[src/rtl/war_game_ctrl.sv]
// war_game_ctrl: game-flow sequencer for war_graph; conditions the shoot button,
// derives a per-frame tick, and tracks phase, score and remaining lives.
module war_game_ctrl #(
  parameter int LIVES           = 3,
  parameter int SCORE_W         = 8,
  parameter int PAUSE_FRAMES    = 120,
  parameter int COOLDOWN_FRAMES = 8
) (
  input  logic               clk,
  input  logic               reset,
  input  logic               p_tick,
  input  logic [9:0]         pixel_x,
  input  logic [9:0]         pixel_y,
  input  logic               shoot,
  input  logic               hit,
  input  logic               escape,
  output logic               frame_tick,
  output logic               fire,
  output logic               gra_still,
  output logic [1:0]         state,
  output logic [SCORE_W-1:0] score,
  output logic [2:0]         lives,
  output logic               game_over
);
  localparam int CW = $clog2(COOLDOWN_FRAMES + 1);
  localparam int PW = $clog2(PAUSE_FRAMES + 1);
  typedef enum logic [1:0] {NEWGAME, PLAY, NEWLIFE, OVER} state_e;
  state_e               state_q;
  logic                 s0_q, s1_q, s2_q, ft_q, fire_q, still_q, over_q;
  logic [CW-1:0]        cd_q;
  logic [PW-1:0]        pt_q;
  logic [SCORE_W-1:0]   score_q;
  logic [2:0]           lives_q;
  logic                 shoot_edge, expire;
  assign shoot_edge = s1_q & ~s2_q;
  // pause ends on the tick that takes the timer from 1 to 0
  assign expire     = ft_q && pt_q == PW'(1);
  always_ff @(posedge clk) begin
    if (reset) begin
      {s0_q, s1_q, s2_q, ft_q, fire_q, over_q} <= '0;
      still_q <= 1'b1;
      state_q <= NEWGAME;
      cd_q    <= '0;
      pt_q    <= '0;
      score_q <= '0;
      lives_q <= 3'(LIVES);
    end else begin
      s0_q   <= shoot;
      s1_q   <= s0_q;
      s2_q   <= s1_q;
      ft_q   <= p_tick && pixel_x == 10'd0 && pixel_y == 10'd480;
      fire_q <= 1'b0;
      if (ft_q && cd_q != '0) cd_q <= cd_q - CW'(1);
      if (ft_q && pt_q != '0) pt_q <= pt_q - PW'(1);
      case (state_q)
        NEWGAME: if (shoot_edge) begin
          score_q <= '0;
          lives_q <= 3'(LIVES);
          cd_q    <= '0;
          still_q <= 1'b0;
          state_q <= PLAY;
        end
        PLAY: begin
          if (shoot_edge && cd_q == '0) begin
            fire_q <= 1'b1;
            cd_q   <= CW'(COOLDOWN_FRAMES);
          end
          if (hit && score_q != '1) score_q <= score_q + 1'b1;
          if (escape) begin
            lives_q <= lives_q - 3'd1;
            pt_q    <= PW'(PAUSE_FRAMES);
            still_q <= 1'b1;
            over_q  <= lives_q == 3'd1;
            state_q <= lives_q == 3'd1 ? OVER : NEWLIFE;
          end
        end
        NEWLIFE: if (expire) begin
          cd_q    <= '0;
          still_q <= 1'b0;
          state_q <= PLAY;
        end
        OVER: if (expire) begin
          over_q  <= 1'b0;
          state_q <= NEWGAME;
        end
      endcase
    end
  end
  assign frame_tick = ft_q;
  assign fire       = fire_q;
  assign gra_still  = still_q;
  assign state      = state_q;
  assign score      = score_q;
  assign lives      = lives_q;
  assign game_over  = over_q;
endmodule

[config.mk]
export PLATFORM = sky130hd
export DESIGN_NAME = war_game_ctrl
export DESIGN_NICKNAME = d
export VERILOG_FILES = /design/src/rtl/war_game_ctrl.sv
export SDC_FILE = /design/constraint.sdc
export NUM_CORES = 1
export LEC_CHECK = 0
export CAP_MARGIN = 10
export CORE_MARGIN = 2
export CORE_UTILIZATION = 31
export DETAILED_ROUTE_END_ITERATION = 12
export PLACE_DENSITY_LB_ADDON = 0.3
export SLEW_MARGIN = 20
export SYNTH_ARGS = -nofsm -noshare
export SYNTH_HDL_FRONTEND = slang
export SYNTH_SLANG_ARGS = --single-unit
[constraint.sdc]
create_clock -name clk -period 1.92 [get_ports clk]
set_input_delay 0.576 -clock clk [delete_from_list [all_inputs] [get_ports clk]]
set_output_delay 0.576 -clock clk [all_outputs]
set_load 0.03 [all_outputs]
# Word-level counts from Yosys, hierarchy flattened
# Cells that the tools add are included.
[totals]
input_bits = 26
regBits = 31
rom_bits = 0
memories = 0
mem_bits_rw = 0
output_inout_bits = 17
wordCells = 79
latch_bits = 0
[classes]
n_mul = 0
n_shift = 0
order_cmp = 0
div = 0
add_sub_neg = 4
muxes = 27
n_eq_ne = 12
n_reduce_logical = 21
bitwise_logic = 3
[op_table]
columns = ["operator", "n"]
rows = [
  ["7-bit two-way mux", 3],
  ["4-bit two-way mux", 4],
  ["8-bit two-way mux", 2],
  ["8-bit one-hot mux with 2 select lines", 1],
  ["4-bit one-hot mux with 3 select lines", 1],
  ["10-bit by 9-bit == test with 1-bit output (second input constant)", 1],
  ["10-bit logical NOT", 1],
  ["2-bit inequality test (second input constant)", 5],
  ["3-bit AND reduction", 3],
  ["8-bit by 1-bit adder with 8-bit output (second input constant)", 1],
  ["2-bit two-way mux", 4],
  ["8-bit inequality test (second input constant)", 1],
  ["2-bit one-hot mux with 4 select lines", 1],
  ["4-bit AND reduction", 2],
  ["7-bit by 1-bit == test with 1-bit output (second input constant)", 1],
  ["1-bit logical AND", 7],
  ["7-bit nonzero test", 1],
  ["7-bit by 1-bit subtractor with 7-bit output (second input constant)", 1],
  ["1-bit two-way mux", 6],
  ["3-bit two-way mux", 2],
  ["3-bit one-hot mux with 2 select lines", 1],
  ["2-bit == test (second input constant)", 2],
  ["4-bit logical NOT", 1],
  ["2-bit nonzero test", 2],
  ["other kinds (12)", 13],
]

# Longest topological paths before layout
[depth]
depth_word = 5
ltp_mapped = 6
depth_no_buf = 6

# Least setup slack after synthesis
# Ideal clock, no wire load.
[synth_timing]
path_type = "flip-flop to flip-flop"
startpoint = "register state_q[0] (netlist: state[0])"
endpoint = "register score_q[5] (netlist: score[5])"
setup_ns = 0.070
arrival_ns = 1.780
period_less_slack_ns = 1.850
required_time_ns = 1.850
path_stages_with_launch = 6
path_slack_ns = 0.070
path_buffers = 1
cell_sequence = "dfxtp_1 -> clkbuf_2 -> nand3b_4 -> or2_2 -> or4_1 -> a21oi_1"
[synth_via]
elab_chain_len = 3
word_cells_on_any_way = 7
classes_between = "eq/ne: 3; mux: 1; reduce/logical: 3"
[synth_lines]
columns = ["item", "line", "text"]
rows = [
  ["from (decl)", "28", "state_e state_q;"],
  ["from (signal assigned)", "74", "state_q <= lives_q == 3'd1 ? OVER : NEWLIFE;"],
  ["2-bit by 1-bit == test with 1-bit output / 2-bit logical NOT (equally long branches)", "55", "case (state_q)"],
  ["2-bit inequality test (no line) / 2-bit nonzero test (equally long branches)", "-", ""],
  ["3-bit AND reduction (no line)", "-", ""],
  ["to (signal assigned)", "68", "if (hit && score_q != '1) score_q <= score_q + 1'b1;"],
  ["to (decl)", "32", "logic [SCORE_W-1:0] score_q;"],
]
# Parallel ways exist; a longest one is shown, timed or not.
# A chain may end at the register's enable or synchronous reset.

# Worst setup path in the final report
[layout_timing]
startpoint = "register lives_q[1] (netlist: lives[1])"
endpoint = "output lives[1]"
[layout_rtl]
columns = ["item", "line", "text"]
rows = [
  ["from (decl)", "33", "logic [2:0] lives_q;"],
  ["from (signal assigned)", "46", "lives_q <= 3'(LIVES);"],
  ["from (signal assigned)", "58", "lives_q <= 3'(LIVES);"],
  ["from (signal assigned)", "70", "lives_q <= lives_q - 3'd1;"],
  ["to (decl)", "22", "output logic [2:0] lives,"],
]
# No word-level cell between the ends.

==> results.cfg <==
[clock_tree]
cts_sinks = 31
cts_max_level = 2
clkLatencyLatePin_ns = 0.28
clkTransAtPathRegs_ns = 0.06
root_buffer = clkbuf_8
cts_max_path_buffers = 2
numCtsBuffers = 5
cts_tree = done

[timing]
fin_skew_ns = 0.001784
slew_headroom_pct = 65.50
setup_viol = 0
hold_viol = 0
fin_crit_ns = 1.872
rsz0062_at_grt = false
drv_slew = 0
finalCritPeriodShare_pct = 97.51
hold_slack_ns = 0.4402
fmax_mhz = 534.1
worst_pin_slew_ns = 0.5044

[floorplanning]
coreArea_sq_um = 4786
start_util_pct = 32.47
die_y_um = 74.80
die_w_um = 74.80
die-area_sq_um = 5595
ios = 43
rows = 25

[run]
maxCapViolations = 0

[yosys]
synth_area_leaders = dfxtp_1 40%, a21oi_1 5.2%, ha_1 4.8%
yosys.cell_types.count = 48
async_flop_share_pct = 0
yosys_warnings = 0
synth_edf_count = 0
synthCells = 174
synthTopCellsByCount = 31 x dfxtp_1, 16 x a21oi_1, 14 x nor2_1, 12 x nand2_1, 10 x inv_1
synth_seq_cells = 31
yosysMostFrequentCell = dfxtp_1
synth_top_cell_area_share_pct = 39.94
syn_area_per_cell_sq_um = 8.931
synthesis.nets = 206
netlist_area_sq_um = 1554
synth_top_area_cell = dfxtp_1
synthFlopType = dfxtp_1
seq_area_frac_synth_pct = 39.94

[setup_path]
worstPathRequired_ns = 1.34
r2r_setup_slack_ns = 0.27
cpPeakStageDelay_ns = 0.67
end_kind = output pin
crit_family = buffers and inverters
critPathKind = reg -> out
path_cells = clkdlybuf4s50_1
start_kind = flop
crit_buf_inv = 1
cp.arrival_ns = 1.30
worst-path-max-fanout = 3
slowest_stage = clkdlybuf4s50_1

[placed_design]
port_buffers = 42
placedInstanceArea_sq_um = 2131
post-place-cells = 287
dp_hpwl_um = 2745
gp_congestion = 0.8250

[routing]
antenna_left = 0
vias = 1478
wl_um = 3619
viasPerCell = 5.010
drt-initial-drc-count = 90
first_pass_iters = 5
routedWlPerCell_um = 12.27
drc = 0

[global_route]
antenna_found_initial = 0
grt_pass1_wl_um = 6003
grt_pass1_vias = 1379
grt_max_degree = 14
grt_overflow = 0
grt_usage_pct = 14.37

[finish]
final_area_sq_um = 2201
final_util_pct = 45.99
area_growth_pct = 41.63
n_fill_cell = 456
drive_above_1_share_pct = 10.09
diodes = 0
nets = 259
stdcell_count = 295

[power_and_ir_drop]
power_leakage_nw = 0.8447
power.total_mw = 1.539
pwr_density_cell_nw_per_um2 = 699.4
ir_worst_vdd_mv = 0.3336

[hold_path]
hp-class = reg -> reg

[run_status]
run_status = completed
## repair_timing
item	CTS	global route
gates resized for setup	13	2
pin swaps	0	0
buffers inserted	0	0
setup endpoints to repair	13	2
hold buffers	0	0
## cell families (layout without fill, tap and decap cells)
| group | count (synthesis) | after routing | share of synthesized area, % |
|---|---|---|---|
| compound gates | 43 | 43 | 19.65 |
| flops | 31 | 31 | 39.94 |
| simple gates | 74 | 74 | 29.07 |
| xor+xnor | 5 | 5 | 2.818 |
| fa+ha+maj | 6 | 6 | 4.831 |
| buf+inv | 15 | 69 | 3.703 |
## where the power goes
group	switching [mW]	leakage, nW	internal, mW
registers	0.0409	0.252	0.676
clock network	0.244	0.0422	0.254
logic	0.168	0.551	0.156
## cell type report
type	count	area [sq um]	area share, %
Multi-Input combinational cell	128	875.8	39.80
Sequential cell	31	620.6	28.20
Clock inverter	1	5.005	0.2274
Timing Repair Buffer	51	501.7	22.80
Inverter	10	37.54	1.706
Clock buffer	7	76.32	3.468
Tap cell	67	83.83	3.809
## final timing paths
path             from  endpoint  cells after the start
max          lives[1]  lives[1]                      1
min              s0_q      s1_q                      1
max reg2reg   pt_q[0]   pt_q[4]                      6
min reg2reg      s0_q      s1_q                      1
## per-layer routing
metal	vias to the layer above	global-route usage, %	part of all wire (%)
met5	-	0	0
met4	0	7.738	2.2
met3	5	5.355	6.7
met2	52	23.01	47
met1	673	16.71	44
li1	748	-	-
## sequential cells by signal (all words and copies together) (netlist names)
register    flops
cd_q            4
fire            1
frame_tick      1
game_over       1
gra_still       1
lives           3
pt_q            7
s0_q            1
s1_q            1
s2_q            1
score           8
state           2
## cell usage in the layout, fill, tap and decap left out, types with 7 or more instances in the layout
cell type        instances
a21oi_1                 16
buf_4                    7
clkdlybuf4s50_1         27
dfxtp_1                 31
dlygate4sd2_1           13
inv_1                   10
nand2_1                 12
nor2_1                  14
## metrics by stage
stage | worst slack, ns | setup TNS (ns)
after floorplan | 0.07037 | 0
after global placement | -0.3080 | -0.8837
after detailed placement | -0.3132 | -1.053
after CTS | 0.003475 | 0
after global routing | 0.006587 | 0
final | 0.04786 | 0
(Power assumes the default switching activity.)
==> edit, RTL diff (config.mk and constraints unchanged) <==
Change the parameter `COOLDOWN_FRAMES` from 8 to 4.
--- a/src/rtl/war_game_ctrl.sv
+++ b/src/rtl/war_game_ctrl.sv
@@ -6,3 +6,3 @@
   parameter int PAUSE_FRAMES    = 120,
-  parameter int COOLDOWN_FRAMES = 8
+  parameter int COOLDOWN_FRAMES = 4
 ) (
Behaviour: same outputs for any inputs over 10 cycles, from zero or initial values and one cycle with reset high; that may be too few to reach the edited logic, so the function may still have changed.
==> edit against the unedited design <==
Routed wire length increased by 1.1%. Worst setup slack worse by 0.0018 ns. Hold slack lost 0.0020 ns. Critical endpoint is now gra_still. Cell area increased by 1.5%. Synthesized area increased by 1.5%. Sequential cell count is 1 lower.
Power is not compared: it rests on default switching activity, and its combinational part moved more than twofold at a synthesized area within 25%.
==> edit: results (changes against the unedited design) <==
seq_area_frac: 0.269  # was 0.282
wl_met3_um: 189  # was 243 um
timing.hold.ws_ns: 0.438  # was 0.440 ns
nClkBuffers: 5  # was 7
final.min_clock_period_ns: 1.87  # about the same
grt_pass1_wl_mm: 6.45  # was 6.00 mm
worstPathMaxFanout: 2  # was 3
reg2reg_to: "score[5]"  # was pt_q[4]
yosysSeqAreaShare: 0.381  # was 0.399
drtPass1Iterations: 4  # was 5
multi_input_comb_cells: 133  # was 128
inv_count: 9  # was 10
status: "complete, no violations"  # unchanged
crit_start: "gra_still"  # was lives[1]
m1WireLength_mm: 1.76  # was 1.58 mm
synthDistinctLibCells: 50  # was 48
syn-num-nets: 215  # was 206
grtUsageMet1: 0.196  # was 0.167
r2r-start: "score[0]"  # was pt_q[0]
vias_per_cell: 4.95  # was 5.01
final_nets: 271  # was 259
synthCells: 181  # was 174
hpwlAfterDp_mm: 2.85  # was 2.75 mm
fillers: 510  # was 456
dp.cells: 297  # was 287
[edit: cell count changes after synthesis, moves of 3 or more]
cell,before,now
nand3_1,5,13
nor3b_1,4,1
a211oi_1,6,1
or3_1,1,4
nor2_1,14,8
nand4_1,1,4
[edit: worst reg2reg max path, cell delays in order (launching register included)]
cell	delay, ns
dfxtp_1	0.36
ha_1	0.24
nand3_1	0.19
o21bai_1	0.15
or4_1	0.48
a31oi_1	0.16
[edit: cells by family after synthesis]
| group | Yosys count | share of synthesized area |
|---|---|---|
| muxes | 2 | 0.0127 |
| xor gates and xnor gates | 6 | 0.0333 |
| AOI/OAI and AO/OA | 38 | 0.167 |
| adders and majority gates | 8 | 0.0634 |
| DFF | 30 | 0.381 |
| buffers and inverters | 18 | 0.0468 |
| and+or+nand+nor | 79 | 0.296 |
